[config.mk]
export PLATFORM = sky130hd
export DESIGN_NAME = nlm_line_sequencer_flat
export DESIGN_NICKNAME = d
export VERILOG_FILES = /design/src/rtl/nlm_line_sequencer_if.sv /design/src/rtl/nlm_line_sequencer.sv /design/src/flat_wrapper.sv
export SDC_FILE = /design/constraint.sdc
export NUM_CORES = 1
export LEC_CHECK = 0
export ABC_AREA = 1
export CAP_MARGIN = 0
export CORE_MARGIN = 2
export CORE_UTILIZATION = 50
export DETAILED_ROUTE_END_ITERATION = 10
export PLACE_DENSITY_LB_ADDON = 0.25
export SYNTH_ARGS = -nofsm -noshare
export SYNTH_HDL_FRONTEND = slang
export SYNTH_SLANG_ARGS = --single-unit
[constraint.sdc]
create_clock -name clk -period 2.1 [get_ports clk]
set_clock_uncertainty 0.1 [all_clocks]
set_input_delay 0.315 -clock clk [delete_from_list [all_inputs] [get_ports clk]]
set_output_delay 0.315 -clock clk [all_outputs]
set_load 0.01 [all_outputs]
[src/rtl/nlm_line_sequencer_if.sv]
// nlm_line_sequencer_if: upstream pixel stream with valid/ready handshake.
// master drives the pixel; slave (the sequencer) returns ready.
interface nlm_line_sequencer_if #(
  parameter int DATA_WIDTH = 12
) ();
  logic                  pix_valid_i;
  logic                  pix_sof_i;
  logic [DATA_WIDTH-1:0] pix_data_i;
  logic                  pix_ready_o;

  modport master (
    output pix_valid_i,
    output pix_sof_i,
    output pix_data_i,
    input  pix_ready_o
  );

  modport slave (
    input  pix_valid_i,
    input  pix_sof_i,
    input  pix_data_i,
    output pix_ready_o
  );
endinterface

[src/rtl/nlm_line_sequencer.sv]
// nlm_line_sequencer: regenerates clean frame/line timing for the NLM line buffer.
// Define NLM_SEQ_STALL_CHECK_EN to abort a frame on any mid-line valid gap.
module nlm_line_sequencer #(
  parameter int IMAGE_WIDTH  = 4032,
  parameter int IMAGE_HEIGHT = 3024,
  parameter int HBLANK       = 16,
  parameter int DATA_WIDTH   = 12,
  localparam int COL_W = $clog2(IMAGE_WIDTH),
  localparam int ROW_W = $clog2(IMAGE_HEIGHT)
) (
  input  logic                  clk,
  input  logic                  rst_n,
  input  logic                  en_i,
  nlm_line_sequencer_if.slave   pix,
  output logic                  valid_o,
  output logic [DATA_WIDTH-1:0] data_o,
  output logic                  frame_sync_o,
  output logic                  line_sync_o,
  output logic [COL_W-1:0]      col_o,
  output logic [ROW_W-1:0]      row_o,
  output logic                  frame_done_o,
  output logic [1:0]            err_o
);

  localparam logic [2:0] S_IDLE   = 3'd0;
  localparam logic [2:0] S_LINE   = 3'd1;
  localparam logic [2:0] S_ACTIVE = 3'd2;
  localparam logic [2:0] S_BLANK  = 3'd3;
  localparam logic [2:0] S_DONE   = 3'd4;

  localparam int BLK_W = $clog2(HBLANK + 1);
  localparam logic [COL_W-1:0] COL_LAST = COL_W'(IMAGE_WIDTH - 1);
  localparam logic [ROW_W-1:0] ROW_LAST = ROW_W'(IMAGE_HEIGHT - 1);
  localparam logic [BLK_W-1:0] BLK_LOAD = BLK_W'(HBLANK - 1);

  logic [2:0]       state, state_n;
  logic [COL_W-1:0] col_q, col_n, ocol;
  logic [ROW_W-1:0] row_q, row_n, orow;
  logic [BLK_W-1:0] cnt_q, cnt_n;
  logic [1:0]       err_q, err_set;
  logic             ready, xfer;
  logic             emit, fsync, lsync;

  always_comb begin
    ready = 1'b0;
    unique case (1'b1)
      state == S_IDLE:   ready = en_i;
      state == S_LINE,
      state == S_ACTIVE: ready = 1'b1;
      default:           ready = 1'b0;
    endcase
  end

  // Gate with reset so ready is low while reset is held.
  assign pix.pix_ready_o = ready & rst_n;
  assign xfer = pix.pix_valid_i & ready;

  always_comb begin
    state_n = state;
    col_n   = col_q;
    row_n   = row_q;
    cnt_n   = cnt_q;
    ocol    = col_q;
    orow    = row_q;
    emit    = 1'b0;
    fsync   = 1'b0;
    lsync   = 1'b0;
    err_set = 2'b00;
    unique case (1'b1)
      state == S_IDLE: begin
        if (xfer && pix.pix_sof_i) begin
          emit    = 1'b1;
          fsync   = 1'b1;
          lsync   = 1'b1;
          ocol    = '0;
          orow    = '0;
          col_n   = COL_W'(1);
          row_n   = '0;
          state_n = S_ACTIVE;
        end
      end
      state == S_LINE: begin
        if (xfer && pix.pix_sof_i) begin
          err_set[0] = 1'b1;
          state_n    = S_IDLE;
        end else if (xfer) begin
          emit    = 1'b1;
          lsync   = 1'b1;
          ocol    = '0;
          col_n   = COL_W'(1);
          state_n = S_ACTIVE;
        end
      end
      state == S_ACTIVE: begin
        if (xfer && pix.pix_sof_i) begin
          err_set[0] = 1'b1;
          state_n    = S_IDLE;
        end else if (xfer) begin
          emit = 1'b1;
          if (col_q == COL_LAST) begin
            col_n = '0;
            if (row_q == ROW_LAST) begin
              state_n = S_DONE;
            end else begin
              row_n   = row_q + ROW_W'(1);
              cnt_n   = BLK_LOAD;
              state_n = S_BLANK;
            end
          end else begin
            col_n = col_q + COL_W'(1);
          end
        end
`ifdef NLM_SEQ_STALL_CHECK_EN
        else begin
          err_set[1] = 1'b1;
          state_n    = S_IDLE;
        end
`endif
      end
      state == S_BLANK: begin
        if (cnt_q == '0) state_n = S_LINE;
        else cnt_n = cnt_q - BLK_W'(1);
      end
      state == S_DONE: state_n = S_IDLE;
      default:         state_n = S_IDLE;
    endcase
  end

  always_ff @(posedge clk or negedge rst_n) begin
    if (!rst_n) begin
      state        <= S_IDLE;
      col_q        <= '0;
      row_q        <= '0;
      cnt_q        <= '0;
      err_q        <= 2'b00;
      valid_o      <= 1'b0;
      data_o       <= '0;
      frame_sync_o <= 1'b0;
      line_sync_o  <= 1'b0;
      col_o        <= '0;
      row_o        <= '0;
    end else begin
      state        <= state_n;
      col_q        <= col_n;
      row_q        <= row_n;
      cnt_q        <= cnt_n;
      err_q        <= en_i ? (err_q | err_set) : 2'b00;
      valid_o      <= emit;
      frame_sync_o <= fsync;
      line_sync_o  <= lsync;
      if (emit) begin
        data_o <= pix.pix_data_i;
        col_o  <= ocol;
        row_o  <= orow;
      end
    end
  end

  assign frame_done_o = (state == S_DONE);
  assign err_o        = err_q;

endmodule

[src/flat_wrapper.sv]
// flat-port wrapper written by rule: the top's interface ports become plain ports
module nlm_line_sequencer_flat 
#(
  parameter int IMAGE_WIDTH  = 4032,
  parameter int IMAGE_HEIGHT = 3024,
  parameter int HBLANK       = 16,
  parameter int DATA_WIDTH   = 12,
  localparam int COL_W = $clog2(IMAGE_WIDTH),
  localparam int ROW_W = $clog2(IMAGE_HEIGHT)
)
  (clk, rst_n, en_i, valid_o, data_o, frame_sync_o, line_sync_o, col_o, row_o, frame_done_o, err_o, pix_pix_valid_i, pix_pix_sof_i, pix_pix_data_i, pix_pix_ready_o);
  nlm_line_sequencer_if #(.DATA_WIDTH(DATA_WIDTH)) pix_i ();
  input  logic clk;
  input  logic rst_n;
  input  logic en_i;
  output logic valid_o;
  output logic [DATA_WIDTH-1:0] data_o;
  output logic frame_sync_o;
  output logic line_sync_o;
  output logic [COL_W-1:0] col_o;
  output logic [ROW_W-1:0] row_o;
  output logic frame_done_o;
  output logic [1:0] err_o;
  input wire logic [$bits(pix_i.pix_valid_i)-1:0] pix_pix_valid_i;
  input wire logic [$bits(pix_i.pix_sof_i)-1:0] pix_pix_sof_i;
  input wire logic [$bits(pix_i.pix_data_i)-1:0] pix_pix_data_i;
  output wire logic [$bits(pix_i.pix_ready_o)-1:0] pix_pix_ready_o;
  assign pix_i.pix_valid_i = pix_pix_valid_i;
  assign pix_i.pix_sof_i = pix_pix_sof_i;
  assign pix_i.pix_data_i = pix_pix_data_i;
  assign pix_pix_ready_o = pix_i.pix_ready_o;
  nlm_line_sequencer #(.IMAGE_WIDTH(IMAGE_WIDTH), .IMAGE_HEIGHT(IMAGE_HEIGHT), .HBLANK(HBLANK), .DATA_WIDTH(DATA_WIDTH)) u_core (.clk(clk), .rst_n(rst_n), .en_i(en_i), .pix(pix_i), .valid_o(valid_o), .data_o(data_o), .frame_sync_o(frame_sync_o), .line_sync_o(line_sync_o), .col_o(col_o), .row_o(row_o), .frame_done_o(frame_done_o), .err_o(err_o));
endmodule
Yosys cells after proc, flatten, opt, wreduce, memory -nomap -nowiden. Index checks and enable logic that the tools add are counted.

Bits of input ports: 17. Output and inout bits: 43. Bits in registers: 73. Bits in writable memories: 0. Memory bits (read-only): 0. Logic and storage cells: 88. Latch bits: 0. Memories: 0.

Multiply operators: 0. Equality and inequality tests: 18. Mux-type cells: 42. Shifts and indexed selects: 0. Bitwise logic cells: 3. Magnitude comparators: 0. Reduce and logical (&&, ||, !) cells: 11. $add $sub $neg: 3. Div/mod/pow operators: 0.

Operators with widths (count): 12-bit two-way mux (15); 12-bit case mux with 2 select lines (2); 12-bit case mux with 3 select lines (1); 5-bit two-way mux (5); 12-bit by 1-bit adder with 12-bit output, second input constant (2); 12-bit equality test, second input constant (2); 3-bit two-way mux (8); 2-bit inequality test, second input constant (7); 3-bit case mux with 4 select lines (1); 6-bit AND reduction (2); 5-bit case mux with 2 select lines (1); 5-bit AND reduction (2); 3-bit by 2-bit equality test with 1-bit output, second input constant (2); 3-bit by 2-bit inequality test with 1-bit output, second input constant (2); 1-bit case mux with 2 select lines (3); 5-bit logical NOT (1); 1-bit two-way mux (5); 5-bit by 1-bit subtractor with 5-bit output, second input constant (1); 2-bit by 1-bit inequality test with 1-bit output, second input constant (2); 2-bit nonzero test (2); 3-bit by 1-bit equality test with 1-bit output, second input constant (1); 3-bit equality test, second input constant (1); 3-bit logical NOT (1); 3-bit by 1-bit inequality test with 1-bit output, second input constant (1); other kinds (6) (7).

Logic depth before layout (Yosys ltp). Gate-level depths: netlist of run 1.

Depth after elaboration: 9. Gate-level depth with buffers: 11. Mapped depth without buffers: 10.

Least setup slack after synthesis of run 1. No wires, ideal clock.

Kind: register to register. Start: register u_core.col_q[0]. End: register u_core.cnt_q[2]. Data arrival time: 1.478 ns. Cell stages (with the launch flop): 9. Path slack: 0.395 ns. Clock period less this slack: 1.705 ns. Library setup time: 0.127 ns. Path through: dfrtp_1 > ha_1 > inv_1 > nor2_2 > nand3_2 > nand2_1 > nand3_2 > nand2_1 > o21ai_0.

Longest elaborated chain between the ends: 3.

Ends and longest elaborated chain: start: declaration (RTL line nlm_line_sequencer.sv:37) `logic [COL_W-1:0] col_q, col_n, ocol;`; start signal: assignment (RTL line nlm_line_sequencer.sv:144) `col_q <= col_n;`; 12-bit equality test (RTL line nlm_line_sequencer.sv:100) `if (col_q == COL_LAST) begin`; 2-bit inequality test (no line); 6-bit AND reduction (no line); end signal: assignment (RTL line nlm_line_sequencer.sv:146) `cnt_q <= cnt_n;`; end: declaration (RTL line nlm_line_sequencer.sv:39) `logic [BLK_W-1:0] cnt_q, cnt_n;`.

No other way between the ends. A chain may end at the register's enable or synchronous reset.

Worst setup path in the final report of run 1.
Start: register u_core.state[1]. End: output port pix_pix_ready_o.

Longest elaborated chain between the ends: 4.

Ends and longest elaborated chain: start: declaration (RTL line nlm_line_sequencer.sv:36) `logic [2:0] state, state_n;`; start signal: assignment (RTL line nlm_line_sequencer.sv:143) `state <= state_n;`; 3-bit by 2-bit equality test with 1-bit output / 3-bit by 1-bit equality test with 1-bit output (equally long branches) (RTL line nlm_line_sequencer.sv:49, nlm_line_sequencer.sv:48); 2-bit OR reduction (no line); 1-bit case mux with 2 select lines (*) (RTL line nlm_line_sequencer.sv:46) `unique case (1'b1)`; 1-bit AND (*) (RTL line nlm_line_sequencer.sv:55) `assign pix.pix_ready_o = ready & rst_n;`; end: declaration (RTL line flat_wrapper.sv:27) `output wire logic [$bits(pix_i.pix_ready_o)-1:0] pix_pix_ready_o;`.

Every way passes the cells marked *; elsewhere a longest branch is shown, timed or not.

==> parameters.txt, run 1 <==
Parameter                              Value

Outcome
  Outcome ... complete, no violations

STA
  Slew Limit Headroom ... 40.37%
  RSZ-0062 raised after global routing ... no
  Worst hold margin ... 0.1163 ns
  Fin Setup TNS ... 0 ns
  Measured slew at the worst slew-check pin ... 0.8944 ns
  Top achievable clock speed ... 505.9 MHz
  Fraction of the cycle the final worst path needs ... 94.13%
  Number of max-slew violations in the final report ... 0
  Final worst path period need ... 1.977 ns
  Fin. Hold Viols ... 0
  Final setup fails ... 0

Clock network
  Clock transition at the registers of the reported paths ... 0.09 ns
  Cts-stage hold buffer count ... 0
  Number of buffers created by CTS ... 9
  CTS tree ... built
  Total clock sinks ... 72
  H-Tree Depth ... 3
  Insertion delay of the later-clocked pin in the worst-skew pair ... 0.36 ns
  Maximum buffer depth of the clock tree ... 2
  Root buf cell ... clkbuf_8

Floorplan
  I/O pin count ... 60
  Row count ... 32
  Full die area ... 8593 um2
  Die W ... 92.70 um
  Initial core utilization ... 51.17%
  Die Y-Extent ... 92.70 um
  Area of the core region ... 7687 um2

GRT
  Grt ovf ... 0
  Initial antenna violation count ... 0
  Global-route wire length before repair ... 16370 um
  Total routing usage reported by global routing ... 24.02%
  Pin count of the biggest net entering global routing ... 73
  Number of global-route vias before repair ... 3525

Synth
  Proportion of synthesized flip-flops having asynchronous set or reset ... 100.0%
  Number of synthesized register bits ... 72
  Most used DFF post-synth ... dfrtp_1
  Number of enable-type register cells in the synthesized netlist ... 0
  Count of synthesis-stage warnings from yosys ... 0
  Count leader, synth ... nand2_1
  Post-synthesis instance total ... 531
  Synth cell count leaders ... 219 x nand2_1, 72 x dfrtp_1, 47 x inv_1
  Number of nets in the synthesized netlist ... 552
  Post-synthesis instance area ... 3934 um2
  Cell taking the most area after synthesis ... dfrtp_1
  Largest cells by area after synthesis ... dfrtp_1 46%, nand2_1 21%, nand3_1 4.6%
  Syn_area_per_cell ... 7.408 um2
  Top cell type's share of synthesized area ... 45.80%
  Synth unique cells ... 30
  Sequential cell area fraction in the yosys report ... 45.80%

Setup path
  Logic depth of the worst path, buffers included ... 6
  Worst Path Max Fanout ... 3
  Worst R2R Start ... u_core.state[1]
  Cell Chain, Critical Path ... nor2_4, buf_4, nand3_1, nand3_2, and2_1, dlygate4sd2_1
  CP startpoint kind ... register
  Arr. time, crit path ... 1.56 ns
  Sort of element at the end of the critical path ... output pin
  Combined buffer and inverter count along the critical path ... 2
  Slowest cell delay on critical path ... 0.43 ns
  Required time of the critical path ... 1.68 ns
  Category of the critical setup timing path ... register to output pin
  Worst reg2reg setup slack ... 0.16 ns
  Worst reg2reg endpoint ... u_core.col_o[9]
  Kind of cell adding the most delay to the critical path ... flip-flops
  Number of cells on the worst reg-to-reg path ... 13
  Startpoint of the worst setup timing path ... u_core.state[1]
  End point of the critical path ... pix_pix_ready_o
  Library cell contributing the largest single delay on the critical path ... dfrtp_1

Detailed routing
  Vias ... 3755
  DRC viols ... 0
  Number of iterations in the first detailed-routing pass ... 5
  Wire per inst ... 13.73 um
  Avg Vias per Cell ... 5.208
  Final WL ... 9898 um
  Remaining antenna violation count after routing ... 0
  DRC marker count from the first detailed-route iteration ... 277

Final layout
  P&R area growth vs syn ... 28.79%
  Layout cell share with drive strength beyond 1 ... 13.57%
  Antenna Cells ... 0
  Reg area ... 1803 um2
  Number of cells in the finished layout apart from fillers ... 721
  Area taken by multi-input logic gates ... 1832 um2
  Layout Nets ... 635
  Filler Cell Count ... 666

Power
  Areal power density over the cells ... 1215 nW/um2
  Maximum vdd ir drop ... 0.7436 mV
  Leakage power total ... 2.593 nW

Job
  Max-capacitance violation count ... 0

Placed design
  Sum of net half-perimeters after detailed placement ... 6536 um
  Placed insts ... 693
  IO Port Bufs ... 58
  Routability-driven placement congestion ratio ... 0.9045

Worst hold path
  Worst min path class ... primary input to asynchronous set/reset pin
[timing repair]
item | 4_1_cts | 5_1_grt
gates resized for setup | 3 | 16
setup buffers | 9 | 1
pin swaps | 1 | 3
endpoints found under the setup margin | 1 | 60
gates cloned | 0 | 3
[registers in the layout, summed over array words and instances (netlist names)]
register	cells
u_core.data_o	12
u_core.col_q	12
u_core.row_q	12
u_core.frame_sync_o	1
u_core.col_o	12
u_core.state	3
u_core.line_sync_o	1
u_core.cnt_q	5
u_core.row_o	12
u_core.valid_o	1
u_core.err_o	1
[worst min path at each step]
stage / to / slack [ns] / cells after the start
floorplan: u_core.cnt_q[0] / -0.08 / 0
global placement: u_core.data_o[4] / 0.36 / 2
detailed placement: u_core.data_o[8] / 0.36 / 2
CTS: u_core.row_q[6] / 0.14 / 2
global route: u_core.row_q[8] / 0.18 / 2
finish: u_core.row_q[6] / 0.12 / 2
[cell type report]
class,count,share of cell area [%]
Sequential cell,72,35.59
Timing Repair Buffer,96,18.25
Clock buffer,9,2.445
Multi-Input combinational cell,384,36.16
Inverter,51,3.828
Tap cell,102,2.519
Clock inverter,7,1.210
[layout by cell type (no fill, tap or decap), drive strengths merged, types with 6 or more instances in the layout]
| cell | count |
|---|---|
| xor2 | 8 |
| o21ai | 13 |
| o211ai | 12 |
| clkbuf | 11 |
| nand4 | 21 |
| clkdlybuf4s50 | 55 |
| nand3 | 42 |
| inv | 56 |
| or2 | 6 |
| nor2 | 40 |
| buf | 37 |
| dfrtp | 72 |
| nand2 | 221 |
[metrics by stage]
stage	utilization (%)	setup WS, ns	power, mW	instance area (um2)
after global placement	61.15	0.09699	4.653	4701
after detailed placement	61.15	0.08180	4.734	4701
final	65.90	0.1232	6.154	5066
after global routing	65.90	0.007902	6.598	5066
after CTS	64.55	0.02317	5.939	4962
after floorplan	-	0.3949	3.582	3934
[kinds of logic after synthesis]
logic type      count (synthesis)  synth area share, %
flops                          72                45.80
simple gates                  338                37.31
other cells                     1              0.09533
buf+inv                        75                8.524
xor+xnor                       10                2.227
fa+ha+maj                       4                1.272
compound gates                 31                4.771
[where the power goes]
| part | total, mW | leakage (nW) | internal, mW | switching [mW] |
|---|---|---|---|---|
| sequential | 2.09 | 0.943 | 1.78 | 0.303 |
| clock | 1.07 | 0.0892 | 0.453 | 0.614 |
| combinational | 3.00 | 1.56 | 1.40 | 1.60 |
[metal layers]
metal	vias to the layer above	share of wire (%)	GRT usage [%]	wire [um]
met5	-	0	0	0
met4	0	1.9	8.701	186
met3	19	6.5	6.428	647
met2	128	47	37.65	4646
met1	1765	45	32.25	4417
li1	1843	-	-	-
Note: power is estimated with default switching activity, not from simulation.
==> run 2, diff against run 1 <==
Settings changed: CORE_UTILIZATION 50 to 55, DONT_BUFFER_PORTS set to 1.
==> parameters.txt, run 2 (same netlist as run 1, synthesis figures left out) <==
Parameter                              Value

Setup path
  Required time of the critical path ... 1.68 ns (about the same)
  CP startpoint kind ... register
  Worst Path Max Fanout ... 5 (+2)
  Arr. time, crit path ... 1.52 ns (-0.04 ns)
  Sort of element at the end of the critical path ... output pin
  Category of the critical setup timing path ... register to output pin

Placed design
  Placed insts ... 615 (-11%)
  Sum of net half-perimeters after detailed placement ... 5940 um (-9.1%)
  IO Port Bufs ... 0 (-100%)
  Routability-driven placement congestion ratio ... 0.9675 (+7.0%)

STA
  Top achievable clock speed ... 516.6 MHz (+2.1%)
  RSZ-0062 raised after global routing ... no
  Final setup fails ... 0 (unchanged)
  Final worst path period need ... 1.936 ns (-0.04089 ns)
  Fin. Hold Viols ... 0 (unchanged)
  Worst hold margin ... 0.01041 ns (-0.1059 ns)
  Fin Setup TNS ... 0 ns (unchanged)
  Slew Limit Headroom ... 62.85% (+22 points)
  Number of max-slew violations in the final report ... 0 (unchanged)
  Measured slew at the worst slew-check pin ... 0.5565 ns (-0.3380 ns)
  Fraction of the cycle the final worst path needs ... 92.19% (-1.9 points)

Power
  Sw frac ... 41.92% (+0.98 points)
  Maximum vdd ir drop ... 0.8108 mV (+9.0%)
  Portion of total power attributed to the clock network ... 22.8% (+5.5 points)
  Sequential cell fraction of total power ... 43.3% (+9.4 points)
  Areal power density over the cells ... 1198 nW/um2 (-1.4%)
  Switching power ... 2.205 mW (-13%)
  Part of the total power dissipated in combinational logic ... 33.9% (-15 points)
  Cell internal pwr ... 3.055 mW (-16%)
  Leakage power total ... 2.287 nW (-12%)

Detailed routing
  DRC marker count from the first detailed-route iteration ... 260 (-6.1%)
  Top sig layer ... met4
  DRC viols ... 0 (unchanged)
  Routed length on met1 ... 4011 um (-9.2%)
  Vias ... 3425 (-8.8%)
  Wire per inst ... 13.86 um (+0.93%)
  Avg Vias per Cell ... 5.310 (+2.0%)
  Remaining antenna violation count after routing ... 0 (unchanged)
  Routed met2 length ... 4163 um (-10%)
  Final WL ... 8937 um (-9.7%)
  Number of iterations in the first detailed-routing pass ... 5 (unchanged)
  Routed length on met3 ... 644 um (-0.46%)

Final layout
  Layout Nets ... 565 (-11%)
  Most frequent standard cell in the layout excluding fill and tap cells ... nand2_1
  Antenna Cells ... 0 (unchanged)
  Layout cell share with drive strength beyond 1 ... 9.836% (-3.7 points)
  Number of cells in the finished layout apart from fillers ... 645 (-11%)
  P&R area growth vs syn ... 11.58%
  Final design utilization ... 63.90% (-2.0 points)
  Commonest cells after routing, fill and taps aside ... 218 x nand2_1, 72 x dfrtp_1, 47 x inv_1, 37 x nor2_1, 35 x nand3_1

Outcome
  Outcome ... complete, no violations

GRT
  Grt ovf ... 0 (unchanged)
  Number of global-route vias before repair ... 3326 (-5.6%)
  Pin count of the biggest net entering global routing ... 73 (unchanged)
  Total routing usage reported by global routing ... 25.25% (+1.2 points)
  Global-route wire length before repair ... 15450 um (-5.6%)
  Initial antenna violation count ... 0 (unchanged)

Clock network
  Insertion delay of the later-clocked pin in the worst-skew pair ... 0.35 ns (about the same)
  Number of buffers created by CTS ... 9 (unchanged)
  Clock transition at the registers of the reported paths ... 0.07 ns (-0.02 ns)
  Root buf cell ... clkbuf_8
  Total clock sinks ... 72 (unchanged)
  Post CTS Setup Buffer Count ... 0 (-9)
  H-Tree Depth ... 3 (unchanged)
  CTS tree ... built
  Maximum buffer depth of the clock tree ... 2 (unchanged)

Worst hold path
  Worst min path class ... primary input to register

Floorplan
  Area of the core region ... 6869 um2 (-11%)
  I/O pin count ... 60 (unchanged)
  Initial core utilization ... 57.27% (+6.1 points)
  Row count ... 30 (-6.3%)
  Full die area ... 7845 um2 (-8.7%)
  Die Y-Extent ... 88.57 um (-4.5%)
  Die W ... 88.57 um (-4.5%)

Job
  Max-capacitance violation count ... 0 (unchanged)
-- run 2: cell count changes in the layout (fill, tap and decap cells not counted), sizes merged --
| cell | before | now |
|---|---|---|
| dlygate4sd2 | 1 | 0 |
| clkbuf | 11 | 10 |
| clkinvlp | 2 | 1 |
| inv | 56 | 51 |
| clkinv | 0 | 3 |
| buf | 37 | 13 |
| dlygate4sd3 | 0 | 13 |
| bufinv | 0 | 2 |
| clkdlybuf4s50 | 55 | 0 |
| dlymetal6s2s | 1 | 0 |
-- run 2: repair_timing --
action / in CTS / in global routing
setup endpoints to repair: 0 / 19
gates resized for setup: 0 / 4
hold endpoints to repair: 84 / 0
hold buffers: 14 / 0
-- run 2: layout make-up --
class | count | area [um2]
inverter | 51 | 191.4
tap | 96 | 120.1
clock inverter | 6 | 93.84
timing repair buffer | 26 | 247.7
fill | 600 | 2480
multi-input combinational | 384 | 1807
clock buffer | 10 | 127.6
sequential | 72 | 1802
-- run 2: critical path, cell delays in order, from the launching register on --
cell and delay, ns:
dfrtp_1 0.46, nor2_2 0.18, nand2_1 0.15, nand3_2 0.18, and2_1 0.21
-- run 2: metal layers --
layer | up-vias | track usage (%)
li1 | 1697 | -
met1 | 1610 | 32.94
met2 | 106 | 40.40
met3 | 12 | 7.183
met4 | 0 | 8.953
met5 | - | 0
-- run 2: final timing paths --
path / end / cells after the start / slack, ns / startpoint
max reg2reg: u_core.row_o[9] / 8 / 0.17 / u_core.state[1]
max: pix_pix_ready_o / 4 / 0.16 / u_core.state[1]
min: u_core.err_o[0] / 1 / 0.01 / en_i
max in group asynchronous: u_core.cnt_q[3] / 2 / 1.19 / rst_n
min in group asynchronous: u_core.row_q[10] / 2 / 0.43 / rst_n
min reg2reg: u_core.cnt_q[0] / 1 / 0.41 / u_core.cnt_q[0]
-- run 2: power groups by stage --
stage / logic (mW) / clock network, mW / registers (mW)
after floorplan: 1.39 / 0 / 2.19
after global placement: 1.61 / 0 / 2.29
after detailed placement: 1.70 / 0 / 2.29
after CTS: 1.76 / 1.22 / 2.28
after global routing: 2.05 / 1.30 / 2.35
final: 1.78 / 1.20 / 2.28
-- run 2: through the flow --
stage                     setup slack [ns]  cell area [um2]  total power, mW
after global routing              0.006275             4389            5.694
after detailed placement           0.07515             4000            3.996
after floorplan                     0.3949             3934            3.582
after global placement              0.1702             4000            3.900
after CTS                          0.03669             4379            5.261
final                               0.1641             4389            5.259
==> run 3, diff against run 2 <==
Settings changed: RECOVER_POWER set to 25, TNS_END_PERCENT set to 50.
==> parameters.txt, run 3 (same netlist as run 1, synthesis figures left out) <==
Parameter                              Value

Outcome
  Outcome ... complete, no violations

Detailed routing
  DRC viols ... 0 (unchanged)
  Avg Vias per Cell ... 5.336 (+0.50%)
  Remaining antenna violation count after routing ... 0 (unchanged)
  Wire per inst ... 13.84 um (about the same)
  Vias ... 3442 (+0.50%)
  Final WL ... 8929 um (about the same)
  DRC marker count from the first detailed-route iteration ... 206 (-21%)
  Number of iterations in the first detailed-routing pass ... 5 (unchanged)

Setup path
  Worst reg2reg setup slack ... 0.18 ns (about the same)
  Worst reg2reg endpoint ... u_core.row_o[9]
  Sort of element at the end of the critical path ... output pin
  Slowest cell delay on critical path ... 0.46 ns (about the same)
  Worst R2R Start ... u_core.state[1]
  Required time of the critical path ... 1.68 ns (about the same)
  Arr. time, crit path ... 1.52 ns (about the same)
  Number of cells on the worst reg-to-reg path ... 8 (unchanged)
  Category of the critical setup timing path ... register to output pin
  CP startpoint kind ... register
  Worst Path Max Fanout ... 5 (unchanged)
  Library cell contributing the largest single delay on the critical path ... dfrtp_1
  Cell Chain, Critical Path ... nor2_2, nand2_1, nand3_2, and2_1

Floorplan
  Area of the core region ... 6869 um2 (unchanged)
  I/O pin count ... 60 (unchanged)
  Die W ... 88.57 um (unchanged)
  Full die area ... 7845 um2 (unchanged)
  Row count ... 30 (unchanged)
  Die Y-Extent ... 88.57 um (unchanged)
  Initial core utilization ... 57.27% (unchanged)

STA
  Worst hold margin ... 0.01028 ns (-0.0001282 ns)
  Fin. Hold Viols ... 0 (unchanged)
  Fraction of the cycle the final worst path needs ... 91.94% (-0.24 points)
  Final setup fails ... 0 (unchanged)
  RSZ-0062 raised after global routing ... no
  Top achievable clock speed ... 517.9 MHz (+0.26%)
  Final worst path period need ... 1.931 ns (-0.005054 ns)
  Number of max-slew violations in the final report ... 0 (unchanged)
  Measured slew at the worst slew-check pin ... 0.9362 ns (+0.3797 ns)
  Slew Limit Headroom ... 37.59% (-25 points)
  Fin Setup TNS ... 0 ns (unchanged)

Final layout
  Most frequent standard cell in the layout excluding fill and tap cells ... nand2_1
  Commonest cells after routing, fill and taps aside ... 218 x nand2_1, 72 x dfrtp_1, 47 x inv_1, 37 x nor2_1, 35 x nand3_1
  Final design utilization ... 63.61% (-0.29 points)
  Layout Nets ... 565 (unchanged)
  Layout cell share with drive strength beyond 1 ... 9.836% (unchanged)
  Final Instance Area ... 4369 um2 (-0.46%)
  Antenna Cells ... 0 (unchanged)
  Filler Cell Count ... 602 (+0.33%)
  P&R area growth vs syn ... 11.07%

Job
  Max-capacitance violation count ... 0 (unchanged)

GRT
  Number of global-route vias before repair ... 3326 (unchanged)
  Initial antenna violation count ... 0 (unchanged)
  Grt ovf ... 0 (unchanged)
  Total routing usage reported by global routing ... 25.25% (unchanged)
  Global-route wire length before repair ... 15450 um (unchanged)
  Pin count of the biggest net entering global routing ... 73 (unchanged)

Clock network
  Post CTS Setup Buffer Count ... 0 (unchanged)
  Clock transition at the registers of the reported paths ... 0.07 ns (about the same)
  Total clock sinks ... 72 (unchanged)
  CTS tree ... built
  Root buf cell ... clkbuf_8
  H-Tree Depth ... 3 (unchanged)
  Insertion delay of the later-clocked pin in the worst-skew pair ... 0.35 ns (about the same)
  Number of buffers created by CTS ... 9 (unchanged)
  Maximum buffer depth of the clock tree ... 2 (unchanged)

Power
  Maximum vdd ir drop ... 0.8085 mV (-0.28%)
  Sum of internal, switching and leakage power ... 5.249 mW (-0.21%)
  Areal power density over the cells ... 1201 nW/um2 (+0.25%)
  Leakage power total ... 2.279 nW (-0.35%)

Worst hold path
  Launch point of the worst hold path ... en_i
  Hold-critical path endpoint ... u_core.err_o[0]
  Worst min path class ... primary input to register
  Cells on Worst Hold Path ... 1 (unchanged)

Placed design
  Sum of net half-perimeters after detailed placement ... 5940 um (unchanged)
  Routability-driven placement congestion ratio ... 0.9675 (unchanged)
  IO Port Bufs ... 0 (unchanged)
  Standard cell area after detailed placement ... 4000 um2 (unchanged)
==> run 3: routing by layer <==
layer / up-vias / GRT usage (%) / share of wire [%] / routed length, um
met5: - / 0 / 0 / 0
met1: 1615 / 32.94 / 44 / 3926
met3: 12 / 7.183 / 7.6 / 680
met2: 120 / 40.40 / 47 / 4203
li1: 1695 / - / - / -
met4: 0 / 8.953 / 1.3 / 118
==> run 3: final cells by class <==
class	instances	area [um2]	area share, %
Clock buffer	10	127.6	2.921
Clock inverter	6	93.84	2.148
Inverter	51	191.4	4.381
Multi-Input combinational cell	384	1807	41.35
Sequential cell	72	1802	41.24
Tap cell	96	120.1	2.749
Timing Repair Buffer	26	227.7	5.212
==> run 3: power by group <==
group,switching [mW],internal (mW)
logic,1.18,0.589
clock network,0.525,0.675
registers,0.492,1.79
==> run 3: worst max-delay path by stage <==
stage / start / end / slack, ns
3_3_place_gp: u_core.col_q[0] / u_core.row_q[1] / 0.17
4_1_cts: u_core.col_q[0] / u_core.row_q[9] / 0.04
3_5_place_dp: u_core.col_q[0] / u_core.row_q[7] / 0.08
2_1_floorplan: u_core.col_q[0] / u_core.cnt_q[2] / 0.39
5_1_grt: u_core.col_q[0] / u_core.cnt_q[2] / 0.006
6_report: u_core.state[1] / pix_pix_ready_o / 0.17
==> run 3: worst max-delay path: cells and delay by family (launching register included) <==
| kind | cells | cell delay, ns |
|---|---|---|
| flip-flops | 1 | 0.46 |
| AND/OR/NAND/NOR | 4 | 0.71 |
==> run 3: repair_timing <==
action	4_1_cts	5_1_grt
endpoints found under the setup margin	0	19
endpoints found under the hold margin	84	0
resized for setup	0	4
hold buffers	14	0
==> run 3: metrics by stage <==
step                      std cells  setup WS, ns
after CTS                       645       0.03669
after global placement          615        0.1702
after detailed placement        615       0.07515
final                           645        0.1692
after floorplan                 531        0.3949
after global routing            645      0.006275
